===== src/rtl/coord_add_arbiter.sv =====
// coord_add_arbiter
//   Two-requester round-robin front end for a shared external dual-lane
//   10-bit adder. A request carries a packed position {Y,X} and a packed
//   signed delta {dY,dX}. The winner's operands are added in one pass. If
//   either lane of that sum falls outside its range, a second pass adds a
//   per-lane correction, so the result wraps into 0..LIM-1.
//
// Ports
//   clk, rst_n        : clock and asynchronous active-low reset
//   req0 / req1       : requests, held by the requester until its grant
//   a0 / a1           : packed positions {Y[19:10], X[9:0]}
//   b0 / b1           : packed deltas, each lane 10-bit two's complement
//   gnt0 / gnt1       : one-cycle grant pulse (the ADD cycle)
//   valid0 / valid1   : one-cycle result pulse; sum carries the result
//   sum               : registered wrapped result, held until the next result
//   busy              : high whenever the FSM is not IDLE
//   add_a / add_b     : operands to the shared adder (0 when not in use)
//   add_s             : adder result, per-lane sum modulo 1024
module coord_add_arbiter #(
    parameter int X_LIM = 640,
    parameter int Y_LIM = 480
) (
    input  logic        clk,
    input  logic        rst_n,
    input  logic        req0,
    input  logic        req1,
    input  logic [19:0] a0,
    input  logic [19:0] a1,
    input  logic [19:0] b0,
    input  logic [19:0] b1,
    output logic        gnt0,
    output logic        gnt1,
    output logic        valid0,
    output logic        valid1,
    output logic [19:0] sum,
    output logic        busy,
    output logic [19:0] add_a,
    output logic [19:0] add_b,
    input  logic [19:0] add_s
);

    // A positive delta can only overshoot the top of the range, so the fix
    // subtracts LIM. A negative delta can only wrap below zero, which lands
    // the lane in LIM..1023, so the fix subtracts (1024-LIM). Adding LIM
    // modulo 1024 does the same.
    localparam logic [9:0] X_LIM_L    = 10'(X_LIM);
    localparam logic [9:0] Y_LIM_L    = 10'(Y_LIM);
    localparam logic [9:0] X_CORR_POS = 10'(1024 - X_LIM);
    localparam logic [9:0] X_CORR_NEG = 10'(X_LIM);
    localparam logic [9:0] Y_CORR_POS = 10'(1024 - Y_LIM);
    localparam logic [9:0] Y_CORR_NEG = 10'(Y_LIM);

    typedef enum logic [1:0] {
        IDLE = 2'd0,
        ADD  = 2'd1,
        FIX  = 2'd2,
        RESP = 2'd3
    } state_t;

    state_t      r_state;
    logic        r_owner;      // 1 when requester 1 owns the current operation
    logic        r_last1;      // 1 when requester 1 received the last grant
    logic [19:0] r_add_a;      // holds the latched a in ADD and res in FIX
    logic [19:0] r_add_b;      // holds the latched b in ADD and the corrections in FIX

    logic        w_win1;
    logic        w_fix_x;
    logic        w_fix_y;
    logic [19:0] w_corr;

    // Under contention the requester that did not get the last grant wins.
    // A lone requester always wins.
    assign w_win1 = req1 && (!req0 || !r_last1);

    // NOTE: every output of this block is assigned a default first. Without
    // the defaults, a lane that needs no fix would leave w_corr unassigned on
    // some paths, and synthesis would infer a latch.
    always_comb begin
        w_fix_x = (add_s[9:0]   >= X_LIM_L);
        w_fix_y = (add_s[19:10] >= Y_LIM_L);
        w_corr  = '0;
        if (w_fix_x) begin
            w_corr[9:0]   = r_add_b[9]  ? X_CORR_NEG : X_CORR_POS;
        end
        if (w_fix_y) begin
            w_corr[19:10] = r_add_b[19] ? Y_CORR_NEG : Y_CORR_POS;
        end
    end

    // NOTE: state and registered outputs use non-blocking assignments. Every
    // register then sees values from before the edge, no matter how the
    // statements are ordered.
    always_ff @(posedge clk or negedge rst_n) begin
        if (!rst_n) begin
            r_state <= IDLE;
            r_owner <= 1'b0;
            r_last1 <= 1'b1;   // so requester 0 wins the first contention
            r_add_a <= '0;
            r_add_b <= '0;
            gnt0    <= 1'b0;
            gnt1    <= 1'b0;
            valid0  <= 1'b0;
            valid1  <= 1'b0;
            busy    <= 1'b0;
            sum     <= '0;
        end else begin
            gnt0   <= 1'b0;
            gnt1   <= 1'b0;
            valid0 <= 1'b0;
            valid1 <= 1'b0;
            case (r_state)
                IDLE: begin
                    if (req0 || req1) begin
                        r_state <= ADD;
                        busy    <= 1'b1;
                        r_owner <= w_win1;
                        r_last1 <= w_win1;
                        gnt0    <= !w_win1;
                        gnt1    <= w_win1;
                        r_add_a <= w_win1 ? a1 : a0;
                        r_add_b <= w_win1 ? b1 : b0;
                    end
                end
                ADD: begin
                    if (w_fix_x || w_fix_y) begin
                        // Both lanes are corrected in one pass. A lane that
                        // needs no fix gets a correction of 0.
                        r_state <= FIX;
                        r_add_a <= add_s;
                        r_add_b <= w_corr;
                    end else begin
                        r_state <= RESP;
                        r_add_a <= '0;
                        r_add_b <= '0;
                        sum     <= add_s;
                        valid0  <= !r_owner;
                        valid1  <= r_owner;
                    end
                end
                FIX: begin
                    r_state <= RESP;
                    r_add_a <= '0;
                    r_add_b <= '0;
                    sum     <= add_s;
                    valid0  <= !r_owner;
                    valid1  <= r_owner;
                end
                RESP: begin
                    r_state <= IDLE;
                    busy    <= 1'b0;
                end
                default: begin
                    r_state <= IDLE;
                    busy    <= 1'b0;
                end
            endcase
        end
    end

    assign add_a = r_add_a;
    assign add_b = r_add_b;

endmodule


===== config.mk =====
export PLATFORM = sky130hd
export DESIGN_NAME = coord_add_arbiter
export DESIGN_NICKNAME = d
export VERILOG_FILES = /design/src/rtl/coord_add_arbiter.sv
export SDC_FILE = /design/constraint.sdc
export NUM_CORES = 1
export LEC_CHECK = 0
export ABC_AREA = 1
export BUFFER_PORTS_ARGS = -buffer_cell sky130_fd_sc_hd__buf_4
export CORE_MARGIN = 2
export CORE_UTILIZATION = 25
export CTS_CLUSTER_DIAMETER = 50
export DETAILED_ROUTE_END_ITERATION = 8
export RECOVER_POWER = 25
export SLEW_MARGIN = 20
export SYNTH_ARGS = -nofsm -noshare
export SYNTH_HDL_FRONTEND = slang
export SYNTH_SLANG_ARGS = --single-unit

===== constraint.sdc =====
create_clock -name clk -period 2.1 [get_ports clk]
set_input_delay 0.42 -clock clk [delete_from_list [all_inputs] [get_ports clk]]
set_output_delay 0.42 -clock clk [all_outputs]
set_load 0.05 [all_outputs]

==> flow_summary.ini <==
[global_routing]
track_usage_pct = 16.2
grt_pass1_wl_um = 20300
grt_pass1_vias = 3828
grt_antenna_before_repair = 0
grt.overflow.total = 0
grt_max_degree = 38

[clock_tree]
cts_tree = built
clockBufferDepth = 2
root_buffer = clkbuf_16
ctsHtreeMaxLevel = 3
clk_pin_slew_ns = 0.06
tritoncts.num_buffers = 9
cts_setup_buffers = 0
insertion_delay_ns = 0.33
clock-sinks = 69

[floorplan]
rows = 44
die_x_um = 127
num_io_pins = 169
die_h_um = 127
initial_core_util_pct = 25.8
core_um2 = 14600
die-area_um2 = 16000

[finish]
fill_cells = 1571
antenna_cells = 0
area.growth.synth_to_final_pct = 46.9
num-nets-final = 827
drive_gt1_share_pct = 28.5
multiInputGateArea_um2 = 1610
finalNonFillerCells = 907
seqCellArea_um2 = 1730

[setup_path]
worst_ep_arrival_time_ns = 2.07
critPathKind = flip-flop to flip-flop
cp_max_fo = 13
rrSetupSlack_ns = 0.28
r2r-start = r_state[0]$_DFFE_PN0P_
max_stage_delay_ns = 0.41
critPathSlowestCell = ha_1
start_kind = flip-flop
reg2reg_to = add_b[14]$_DFFE_PN0P_
end_kind = flip-flop
critPathRequiredTime_ns = 2.35
path_cells = inv_1 > ha_1 > nand2_1 > nand2_2 > inv_2 > buf_4 > nand2_1 > o21ai_1
reg2reg_depth = 8
critPathMostFrequentCell = nand2_1

[timing]
setup_viol = 0
rsz0062_at_grt = no
post-route-min-period_ns = 1.82
slew_headroom_pct = 35.7
tns_ns = 0
clock_skew_ns = 0.00464
slew_violations = 0
whs_ns = 0.232
fin_crit_sh_pct = 86.5
hold_viol = 0
max_freq_ghz = 0.550
tightest_slew_ns = 0.965

[logic_synthesis]
synthTopCellsByArea = dfrtp_1 (45%), nand2_1 (23%), inv_1 (7.5%)
synth.most_common_cell = nand2_1
synth_common_cells = nand2_1 (229), inv_1 (75), dfrtp_1 (68)
syn_nets = 658
synth_cells = 550
synth_top_area_cell = dfrtp_1
synth.avg_cell_area_um2 = 6.83
netlist_area_um2 = 3760
synthFlopType = dfrtp_1
synth_cell_types = 27
synth_top_area_share_pct = 45.3
yosysSeqAreaShare_pct = 46.0
async_flop_share_pct = 100
synth-edff-count = 0
ys_seq_elements = 69
yosysWarnings = 0

[power_and_ir_drop]
switching_share_pct = 51.4
peakVddDrop_mv = 0.720
power_density_nw_per_um2 = 1690
seq_power_share_pct = 23.7
p_leak_nw = 3.23
clkPwrFrac_pct = 14.6
total_power_mw = 9.35
power.internal_mw = 4.54
switchingPower_mw = 4.81
pwr-share-comb_pct = 61.6

[routing]
wl_per_cell_um = 13.9
vias = 3928
drcViolationCount = 0
postRouteAntennaNets = 0
dr.pass1.iters = 4
vias_per_cell = 4.33
drt_iter0_markers = 216
routed_wl_um = 12600

[outcome]
status = complete, no violations

[place]
gp_congestion = 0.783
port_buffers = 168
dp_cells = 892
hpwlAfterDp_um = 9360

[hold_path]
hold_path_class = input port to asynchronous set/reset pin

[job]
max_cap_violations = 0
[layout make-up]
cell class / count / share of cell area (%)
repair buffers: 183 / 25.2
flip-flops and latches: 69 / 31.3
clock buffers: 13 / 4.53
clock inverters: 2 / 0.181
inverters: 78 / 5.35
well taps: 184 / 4.17
multi-input cells: 378 / 29.2
[routing by layer]
layer  track usage [%]  wire (um)  vias up
met3              4.39        840       13
met4              5.24        201        0
met1              22.0       5920     1782
met2              25.0       5600      129
li1                  -          -     2004
met5                 0          0        -
[power groups by stage]
stage                     logic [mW]  clock network [mW]  registers [mW]
after detailed placement        5.86                   0            2.23
after CTS                       5.86                1.42            2.22
after global routing            6.33                1.49            2.28
after global placement          5.81                   0            2.24
after floorplan                 2.27                   0            3.85
final                           5.76                1.37            2.22
[registers in the layout, indices dropped and copies added (netlist names)]
signal	cells
r_owner	1
add_a	20
gnt1	1
r_last1	1
valid0	1
busy	1
add_b	20
sum	20
valid1	1
r_state	2
gnt0	1
[worst max-delay path: cells and delay by family, from the launching register on]
family,cells,cell delay (ns)
AO/OA/AOI/OAI,1,0.07
AND/OR/NAND/NOR,3,0.28
flip-flops,1,0.40
buffers and inverters,3,0.57
adder cells (fa/ha/maj),1,0.41
[metrics by stage]
step | util, % | worst slack, ns | instance area [um^2]
6_report | 37.8 | 0.283 | 5520
3_5_place_dp | 36.1 | 0.288 | 5270
2_1_floorplan | - | 0.513 | 3760
3_3_place_gp | 36.1 | 0.348 | 5270
4_1_cts | 37.9 | 0.262 | 5530
5_1_grt | 37.8 | 0.125 | 5520
[what timing repair did]
item | CTS | global route
hold buffers | 0 | 0
setup endpoints to repair | 0 | 1
gates resized for setup | 0 | 1
[logic make-up (layout without fill, tap and decap cells)]
group           count (synthesis)  count (layout)  synth area share, %
simple gates                  328             328                 34.8
flops                          69              69                 46.0
fa+ha+maj                       4               4                 1.33
compound gates                 46              46                 6.66
buf+inv                       103             276                 11.2
[worst max path at each step]
stage | startpoint | end | slack [ns] | cells past startpoint
after global routing | r_state[0]$_DFFE_PN0P_ | add_b[18]$_DFFE_PN0P_ | 0.12 | 8
after global placement | add_s[7] | add_a[7]$_DFFE_PN0P_ | 0.35 | 7
after detailed placement | r_state[0]$_DFFE_PN0P_ | add_b[13]$_DFFE_PN0P_ | 0.29 | 8
after CTS | r_state[0]$_DFFE_PN0P_ | add_b[8]$_DFFE_PN0P_ | 0.26 | 8
final | r_state[0]$_DFFE_PN0P_ | add_b[14]$_DFFE_PN0P_ | 0.28 | 8
after floorplan | r_state[0]$_DFFE_PN0P_ | add_a[11]$_DFFE_PN0P_ | 0.51 | 9
[cells in the final DEF (no fill, tap or decap)]
master | netlist | layout
nand2_1 | 229 | 229
buf_4 | 1 | 179
inv_1 | 75 | 75
dfrtp_1 | 68 | 68
nor2_1 | 47 | 47
nand3_1 | 44 | 44
o21ai_0 | 25 | 25
o21ai_1 | 10 | 10
clkbuf_16 | 0 | 9
a21oi_1 | 7 | 7
ha_1 | 4 | 4
nand4_1 | 3 | 3
clkbuf_1 | 5 | 3
inv_2 | 2 | 2
nand2_2 | 2 | 2
clkinv_2 | 0 | 2
clkbuf_2 | 1 | 2
buf_12 | 0 | 2
o21ai_2 | 1 | 1
o21ai_4 | 1 | 1
inv_4 | 1 | 1
nor2_2 | 1 | 1
o211ai_1 | 1 | 1
nor3_2 | 0 | 1
a22oi_1 | 1 | 1
nand3_2 | 1 | 1
clkbuf_8 | 0 | 1
dfstp_2 | 1 | 1
No activity file was read; power rests on OpenSTA's default activity.
